File: config.mk
export PLATFORM = sky130hd
export DESIGN_NAME = regfile_wr_arbiter_flat
export DESIGN_NICKNAME = d
export VERILOG_FILES = /design/src/rtl/regfile_wr_arbiter_pkg.sv /design/src/rtl/regfile_wr_arbiter_if.sv /design/src/rtl/regfile_wr_arbiter.sv /design/src/flat_wrapper.sv
export SDC_FILE = /design/constraint.sdc
export NUM_CORES = 1
export LEC_CHECK = 0
export ABC_CLOCK_PERIOD_IN_PS = 1780
export CAP_MARGIN = 15
export CORE_AREA = 2 2 62 78
export CTS_CLUSTER_SIZE = 25
export DETAILED_ROUTE_END_ITERATION = 10
export DIE_AREA = 0 0 64 80
export GPL_ROUTABILITY_DRIVEN = 0
export HOLD_SLACK_MARGIN = 0.05
export PLACE_DENSITY = 0.82
export SLEW_MARGIN = 20
export SYNTH_ARGS = -nofsm -noshare
export SYNTH_HDL_FRONTEND = slang
export SYNTH_SLANG_ARGS = --single-unit
File: constraint.sdc
create_clock -name clk -period 1.78 [get_ports clk]
set_clock_uncertainty 0.1 [all_clocks]
set_input_delay 0.356 -clock clk [delete_from_list [all_inputs] [get_ports clk]]
set_output_delay 0.356 -clock clk [all_outputs]
set_load 0.005 [all_outputs]
File: src/rtl/regfile_wr_arbiter_pkg.sv
// Shared processor definitions for the register-file write arbiter:
// register/data widths, arbiter state encoding and the default starvation limit.
package regfile_wr_arbiter_pkg;

    localparam int unsigned REG_AW   = 3;
    localparam int unsigned DATA_W   = 8;
    localparam int unsigned NUM_REGS = 1 << REG_AW;

    localparam int unsigned STARVE_LIMIT_DEFAULT = 4;

    typedef enum logic [1:0] {
        IDLE,
        HOLD,
        FORCE
    } arb_state_t;

    function automatic logic [NUM_REGS-1:0] rd_onehot(input logic [REG_AW-1:0] rd);
        return NUM_REGS'(1) << rd;
    endfunction

endpackage

File: src/rtl/regfile_wr_arbiter_if.sv
// Writeback, aux-requester and register-file write signals of the arbiter;
// master drives the requests, slave is the arbiter itself.
interface regfile_wr_arbiter_if;
    import regfile_wr_arbiter_pkg::*;

    logic                wb_we;
    logic [REG_AW-1:0]   wb_rd;
    logic [DATA_W-1:0]   wb_data;
    logic                aux_valid;
    logic [REG_AW-1:0]   aux_rd;
    logic [DATA_W-1:0]   aux_data;
    logic                aux_ready;
    logic                rf_we;
    logic [REG_AW-1:0]   rf_wa;
    logic [DATA_W-1:0]   rf_wd;
    logic                pipe_stall;
    logic [NUM_REGS-1:0] busy_mask;

    modport master (
        output wb_we, wb_rd, wb_data, aux_valid, aux_rd, aux_data,
        input  aux_ready, rf_we, rf_wa, rf_wd, pipe_stall, busy_mask
    );

    modport slave (
        input  wb_we, wb_rd, wb_data, aux_valid, aux_rd, aux_data,
        output aux_ready, rf_we, rf_wa, rf_wd, pipe_stall, busy_mask
    );

endinterface

File: src/rtl/regfile_wr_arbiter.sv
// Register-file write-port arbiter: writeback always wins, a one-entry aux holding
// register waits for a free slot and forces a pipeline bubble when starved.
module regfile_wr_arbiter
    import regfile_wr_arbiter_pkg::*;
#(
    parameter int unsigned STARVE_LIMIT = STARVE_LIMIT_DEFAULT
) (
    input  logic                 clk,
    input  logic                 rst_n,
    regfile_wr_arbiter_if.slave  bus
);

    localparam logic [3:0] LIMIT = 4'(STARVE_LIMIT);

    arb_state_t          state;
    logic [REG_AW-1:0]   held_rd;
    logic [DATA_W-1:0]   held_data;
    logic [3:0]          wait_cnt;
    logic [3:0]          wait_inc;

    logic                rf_we_q;
    logic [REG_AW-1:0]   rf_wa_q;
    logic [DATA_W-1:0]   rf_wd_q;
    logic                stall_q;
    logic [NUM_REGS-1:0] busy_q;

    always_comb begin
        wait_inc = (wait_cnt == '1) ? wait_cnt : wait_cnt + 4'd1;
    end

    always_ff @(posedge clk or negedge rst_n) begin
        if (!rst_n) begin
            state     <= IDLE;
            held_rd   <= '0;
            held_data <= '0;
            wait_cnt  <= '0;
            rf_we_q   <= 1'b0;
            rf_wa_q   <= '0;
            rf_wd_q   <= '0;
            stall_q   <= 1'b0;
            busy_q    <= '0;
        end else begin
            rf_we_q <= 1'b0;
            stall_q <= 1'b0;

            if (bus.wb_we) begin
                rf_we_q <= 1'b1;
                rf_wa_q <= bus.wb_rd;
                rf_wd_q <= bus.wb_data;
            end

            unique case (state)
                IDLE: begin
                    if (bus.aux_valid) begin
                        held_rd   <= bus.aux_rd;
                        held_data <= bus.aux_data;
                        wait_cnt  <= '0;
                        busy_q    <= rd_onehot(bus.aux_rd);
                        state     <= HOLD;
                    end
                end
                HOLD, FORCE: begin
                    if (!bus.wb_we) begin
                        rf_we_q <= 1'b1;
                        rf_wa_q <= held_rd;
                        rf_wd_q <= held_data;
                        busy_q  <= '0;
                        state   <= IDLE;
                    end else if (bus.wb_rd == held_rd) begin
                        // WB carries newer data for the same register: drop the held write
                        busy_q <= '0;
                        state  <= IDLE;
                    end else begin
                        wait_cnt <= wait_inc;
                        if (state == FORCE || wait_inc >= LIMIT) begin
                            stall_q <= 1'b1;
                            state   <= FORCE;
                        end
                    end
                end
                default: begin
                    busy_q <= '0;
                    state  <= IDLE;
                end
            endcase
        end
    end

    assign bus.aux_ready  = (state == IDLE);
    assign bus.rf_we      = rf_we_q;
    assign bus.rf_wa      = rf_wa_q;
    assign bus.rf_wd      = rf_wd_q;
    assign bus.pipe_stall = stall_q;
    assign bus.busy_mask  = busy_q;

endmodule

File: src/flat_wrapper.sv
// flat-port wrapper written by rule: the top's interface ports become plain ports
module regfile_wr_arbiter_flat import regfile_wr_arbiter_pkg::*;
#(
    parameter int unsigned STARVE_LIMIT = STARVE_LIMIT_DEFAULT
)
  (clk, rst_n, bus_wb_we, bus_wb_rd, bus_wb_data, bus_aux_valid, bus_aux_rd, bus_aux_data, bus_aux_ready, bus_rf_we, bus_rf_wa, bus_rf_wd, bus_pipe_stall, bus_busy_mask);
  regfile_wr_arbiter_if bus_i ();
  input  logic clk;
  input  logic rst_n;
  input wire logic [$bits(bus_i.wb_we)-1:0] bus_wb_we;
  input wire logic [$bits(bus_i.wb_rd)-1:0] bus_wb_rd;
  input wire logic [$bits(bus_i.wb_data)-1:0] bus_wb_data;
  input wire logic [$bits(bus_i.aux_valid)-1:0] bus_aux_valid;
  input wire logic [$bits(bus_i.aux_rd)-1:0] bus_aux_rd;
  input wire logic [$bits(bus_i.aux_data)-1:0] bus_aux_data;
  output wire logic [$bits(bus_i.aux_ready)-1:0] bus_aux_ready;
  output wire logic [$bits(bus_i.rf_we)-1:0] bus_rf_we;
  output wire logic [$bits(bus_i.rf_wa)-1:0] bus_rf_wa;
  output wire logic [$bits(bus_i.rf_wd)-1:0] bus_rf_wd;
  output wire logic [$bits(bus_i.pipe_stall)-1:0] bus_pipe_stall;
  output wire logic [$bits(bus_i.busy_mask)-1:0] bus_busy_mask;
  assign bus_i.wb_we = bus_wb_we;
  assign bus_i.wb_rd = bus_wb_rd;
  assign bus_i.wb_data = bus_wb_data;
  assign bus_i.aux_valid = bus_aux_valid;
  assign bus_i.aux_rd = bus_aux_rd;
  assign bus_i.aux_data = bus_aux_data;
  assign bus_aux_ready = bus_i.aux_ready;
  assign bus_rf_we = bus_i.rf_we;
  assign bus_rf_wa = bus_i.rf_wa;
  assign bus_rf_wd = bus_i.rf_wd;
  assign bus_pipe_stall = bus_i.pipe_stall;
  assign bus_busy_mask = bus_i.busy_mask;
  regfile_wr_arbiter #(.STARVE_LIMIT(STARVE_LIMIT)) u_core (.clk(clk), .rst_n(rst_n), .bus(bus_i));
endmodule
==> results of run 1 <==
[what timing repair did]
action,in CTS,in global routing
resized for setup,5,6
endpoints found under the hold margin,19,0
pin swaps,0,0
setup endpoints to repair,6,13
hold buffers,1,0
[power breakdown]
part	total, mW	internal, mW	switching, mW
logic	2.43	1.37	1.06
clock network	0.589	0.276	0.313
registers	1.45	1.22	0.230
total	4.47	2.87	1.60
[worst max-delay path, stage by stage]
cell and delay (ns):
clkdlybuf4s50_1 0.47, xnor2_2 0.27, a31oi_2 0.15, buf_4 0.19, o41ai_1 0.36
[through the flow]
| step | std cells | util (%) | hold slack, ns | instance area [µm²] | power (mW) |
|---|---|---|---|---|---|
| global placement | 277 | 57.8 | 0.236 | 2520 | 3.70 |
| global route | 286 | 61.2 | 0.414 | 2670 | 4.79 |
| CTS | 286 | 60.4 | 0.396 | 2630 | 4.42 |
| floorplan | 162 | - | -0.0396 | 1860 | 2.81 |
| detailed placement | 277 | 57.8 | 0.242 | 2520 | 3.78 |
| finish | 286 | 61.2 | 0.400 | 2670 | 4.47 |
[cell families (layout without fill, tap and decap cells)]
group,after synthesis,in the layout
AOI/OAI and AO/OA,37,37
xor gates and xnor gates,3,3
muxes,28,28
and+or+nand+nor,39,39
buffers and inverters,13,79
DFF,38,38
adders and majority gates,4,4
[per-layer routing]
layer | vias up | part of all wire, % | global-route usage (%)
li1 | 710 | - | -
met1 | 704 | 41 | 19.9
met2 | 42 | 52 | 29.2
met3 | 6 | 5.7 | 5.08
met4 | 0 | 1.7 | 8.26
met5 | - | 0 | 0
[state kept, by name, summed over array words and instances, names as in the netlist, named ones only]
signal,cells
u_core.bus.pipe_stall,1
u_core.held_data,8
u_core.bus.rf_wd,8
u_core.wait_cnt,4
u_core.state,2
u_core.held_rd,3
u_core.bus.busy_mask,8
u_core.bus.rf_we,1
[cell usage after synthesis (all sizes together)]
master and count:
nand3 1, o21ai 17, a31oi 1, o41ai 8, nand3b 1, ha 4
o22a 1, a2bb2oi 1, o21a 1, a31o 1, buf 6, inv 4
a211oi 1, nand2 20, xnor2 3, mux2 13, dfrtp 38, nor4 1
o2bb2ai 2, mux2i 15, and2 1, o31ai 2, nand2b 4, nor2b 2
clkbuf 3, a21oi 1, a21boi 1, or2 1, nor2 5, nor3 3
[path summary, 6_finish.rpt]
path | depth (start not counted) | startpoint | slack [ns] | endpoint
max in group asynchronous | 3 | rst_n | 0.66 | u_core.bus.rf_wd[3]
setup / recovery | 5 | bus_wb_rd[2] | 0.06 | u_core.bus.busy_mask[6]
setup reg to reg | 6 | u_core.state[0] | 0.07 | u_core.bus.busy_mask[6]
hold reg to reg | 1 | u_core.bus.busy_mask[4] | 0.40 | u_core.bus.busy_mask[4]
min in group asynchronous | 2 | rst_n | 0.46 | u_core.bus.busy_mask[6]
hold / removal | 1 | u_core.bus.busy_mask[4] | 0.40 | u_core.bus.busy_mask[4]
[cell type report]
class	count	share of cell area, %
clock buffers	6	2.72
clock inverters	2	0.516
inverters	4	0.563
multi-input cells	111	33.7
flip-flops and latches	38	35.7
well taps	58	2.72
repair buffers	67	24.1
==> flow_summary.ini, run 1 <==
[power]
irDropWorstVdd_mv = 0.837
power_density_nw_per_um2 = 1680
cellLeakagePower_nw = 1.19

[grt]
overflow = 0
grt_pass1_vias = 1435
grt_max_degree = 24
grt_pass1_wl_mm = 6.65
antenna_found_initial = 0
track_usage_pct = 17.3

[route]
drc = 0
drtIter0Drc = 18
wl_per_cell_um = 14.3
num_vias = 1462
viasPerCell = 5.11
wl_mm = 4.08
dr.pass1.iters = 4
antenna_left = 0

[die]
num_io_pins = 48
die_x_um = 64
start_util_pct = 42.8
die_area_um2 = 5120
core-area_um2 = 4360
die_h_um = 80
rows = 27

[clock_tree]
clock_latency_ns = 0.30
cts-root-buf = clkbuf_8
cts.path.max_buffers = 2
post_cts_buffers = 0
clk_pin_slew_ns = 0.07
cts_num_sinks = 38
tritoncts = done
cts_buffers = 5
htreeDepth = 2

[sta]
fin_crit_ns = 1.72
tns_ns = 0
worst_slew_pin_slew_ns = 0.474
hold_viol = 0
maxSlewHeadroom_pct = 68.4
setup_viol = 0
fmax_ghz = 0.581
timing.final.ws_setup_ns = 0.0598
finalMaxSlewViolations = 0
period_share_pct = 96.6

[cells_and_area]
seqCellArea_um2 = 951
nNetsFinal = 257
diodes = 0
drive_gt1_share_pct = 23.7
multi_input_area_um2 = 900
syn2layout_area_growth_pct = 43.1
fill_cells = 349
layout_commonest_cell = clkdlybuf4s50_1
most-common-layout-cells = clkdlybuf4s50_1, dfrtp_1, nand2_1, buf_4

[synthesis]
yosysTopAreaCell = dfrtp_1
syn_inst = 162
synthTopCellsByArea = dfrtp_1, mux2i_1, mux2_2
synth-simple-area-share_pct = 9.67
synth_compound_area_share_pct = 14.6
synth_top_family_by_area = multiplexers
yosysUniqueCellTypes = 36
synth.cell_area_um2 = 1860
yosysWarnings = 0
synth.area.mux_share_pct = 15.9
ys_ff_latch = 38
synth_nets = 192
postSynthAreaPerCell_um2 = 11.5
synth_fa_ha_area_share_pct = 2.69
post-synth-top-area-fraction_pct = 51.0
synthXorXnorAreaFrac_pct = 2.62
synth.yosys.seq_area_share_pct = 51.0

[placement]
dpl_worst_slack_ns = -0.189
io_buffers = 47
dp_hpwl_mm = 2.95

[run]
drv_cap = 0

[setup_path]
critPathArrivalTime_ns = 1.81
worstSetupPathType = in2reg
worstPathRequired_ns = 1.87
crit_path_start_kind = input port
cp_max_fo = 12
end_kind = flip-flop

[min_path]
hp-class = reg2reg

[run_status]
status = finished clean
(Power assumes the default switching activity.)
==> run 2: changes to the inputs <==
Settings changed: CAP_MARGIN 15 to not set, CORE_AREA 2 2 62 78 to 3 3 63 79, DIE_AREA 0 0 64 80 to 0 0 66 82.
==> flow_summary.ini, run 2 (synthesized netlist as in run 1, its figures left out) <==
[placement]
dp_hpwl_mm = 2.91
dp.cells = 275
postPlaceCellArea_um2 = 2500
io_buffers = 47
dpl_worst_slack_ns = -0.481

[die]
rows = 27
core-area_um2 = 4360
start_util_pct = 42.8
num_io_pins = 48
die_x_um = 66
die_area_um2 = 5410
die_h_um = 82

[run]
drv_cap = 0

[route]
wl_per_cell_um = 14.5
viasPerCell = 5.16
drtIter0Drc = 47
wl_mm = 4.17
drc = 0
dr.pass1.iters = 4
antenna_left = 0
num_vias = 1486

[setup_path]
r2r_slack_ns = 0.13
reg2reg_to = u_core.wait_cnt[1]
crit_end = u_core.bus.busy_mask[5]
worstSetupStartpoint = bus_wb_rd[2]
end_kind = flip-flop
reg2reg_from = u_core.state[0]
critPathArrivalTime_ns = 1.82
cp_max_fo = 12
worstPathRequired_ns = 1.87
reg2reg_depth = 6
worstPathCellList = clkdlybuf4s50_1 > xnor2_4 > a31oi_2 > buf_6 > o41ai_1
worstSetupPathType = in2reg
slowest_delay_ns = 0.51
crit_slowest_cell = clkdlybuf4s50_1
crit_path_start_kind = input port

[cells_and_area]
fill_cells = 338
layout.cells.non_filler = 288
most-common-layout-cells = clkdlybuf4s50_1, dfrtp_1, nand2_1, o21ai_0, buf_4
diodes = 0
drive_gt1_share_pct = 27.0
syn2layout_area_growth_pct = 46.9
stdcell_area_um2 = 2740
layout_commonest_cell = clkdlybuf4s50_1
nNetsFinal = 259

[clock_tree]
cts_num_sinks = 38
htreeDepth = 2
cts.path.max_buffers = 2
tritoncts = done
clock_latency_ns = 0.30
cts_buffers = 5
cts-root-buf = clkbuf_8
clk_pin_slew_ns = 0.08

[power]
power_density_nw_per_um2 = 1690
irDropWorstVdd_mv = 0.884
cellLeakagePower_nw = 1.22

[sta]
rsz0062_at_grt = false
fmax_ghz = 0.579
fin_crit_ns = 1.73
finalMaxSlewViolations = 0
worst_slew_pin_slew_ns = 0.458
timing.final.ws_setup_ns = 0.0532
hold_viol = 0
maxSlewHeadroom_pct = 69.5
period_share_pct = 97.0
setup_viol = 0
fin_hold_ws_ns = 0.405

[grt]
met3_usage_pct = 5.06
met2_usage_pct = 28.5
grt_pass1_wl_mm = 6.80
antenna_found_initial = 0
grt_pass1_vias = 1461
grtUsageMet1_pct = 19.8
grt_max_degree = 24
grt-busiest-layer = met2
overflow = 0
track_usage_pct = 16.7

[min_path]
hp-class = reg2reg

[run_status]
status = finished clean
## run 2: cell types whose count changed in the layout (fill, tap and decap cells not counted), sizes merged
cell,change
buf,+2
## run 2: cell type report
class	instances	area [µm²]	share of cell area [%]
Tap cell	58	72.6	2.65
Sequential cell	38	951	34.8
Clock inverter	2	13.8	0.503
Timing Repair Buffer	69	664	24.3
Inverter	4	15.0	0.549
Multi-Input combinational cell	111	947	34.6
Clock buffer	6	72.6	2.65
## run 2: how the worst min path moves through the flow
| stage | startpoint | endpoint | slack (ns) | cells past startpoint |
|---|---|---|---|---|
| global placement | rst_n | u_core.bus.busy_mask[7] | 0.22 | 1 |
| floorplan | rst_n | async pin | -0.04 | 0 |
| detailed placement | rst_n | u_core.bus.busy_mask[7] | 0.23 | 1 |
| global route | u_core.bus.busy_mask[0] | u_core.bus.busy_mask[0] | 0.41 | 1 |
| finish | u_core.bus.busy_mask[0] | u_core.bus.busy_mask[0] | 0.40 | 1 |
| CTS | u_core.bus.busy_mask[0] | u_core.bus.busy_mask[0] | 0.41 | 1 |
## run 2: what timing repair did
action / in CTS / in global routing
hold endpoints to repair: 18 / 0
resized for setup: 10 / 10
setup endpoints to repair: 14 / 12
buffers inserted: 0 / 4
hold buffers: 1 / 0
## run 2: layer usage
metal	routed length, µm	up-vias	part of all wire, %
li1	-	721	-
met1	1760	706	42
met2	2080	51	50
met3	261	8	6.3
met4	74	0	1.8
met5	0	-	0
## run 2: power by group
part	total (mW)	internal (mW)	switching, mW	leakage (nW)
Clock	0.593	0.276	0.316	0.0452
Sequential	1.47	1.22	0.248	0.474
Combinational	2.56	1.45	1.11	0.706
## run 2: worst max-delay path, delay by kind of cell
kind | cells | cell delay, ns
XOR/XNOR | 1 | 0.26
buffers and inverters | 2 | 0.68
AO/OA/AOI/OAI | 2 | 0.52
## run 2: through the flow
step / power [mW] / utilization [%] / TNS (ns)
6_report: 4.62 / 62.8 / 0
5_1_grt: 4.96 / 62.8 / 0
4_1_cts: 4.45 / 60.7 / 0
3_5_place_dp: 3.75 / 57.5 / -3.69
3_3_place_gp: 3.68 / 57.5 / -2.85
2_1_floorplan: 2.81 / - / 0
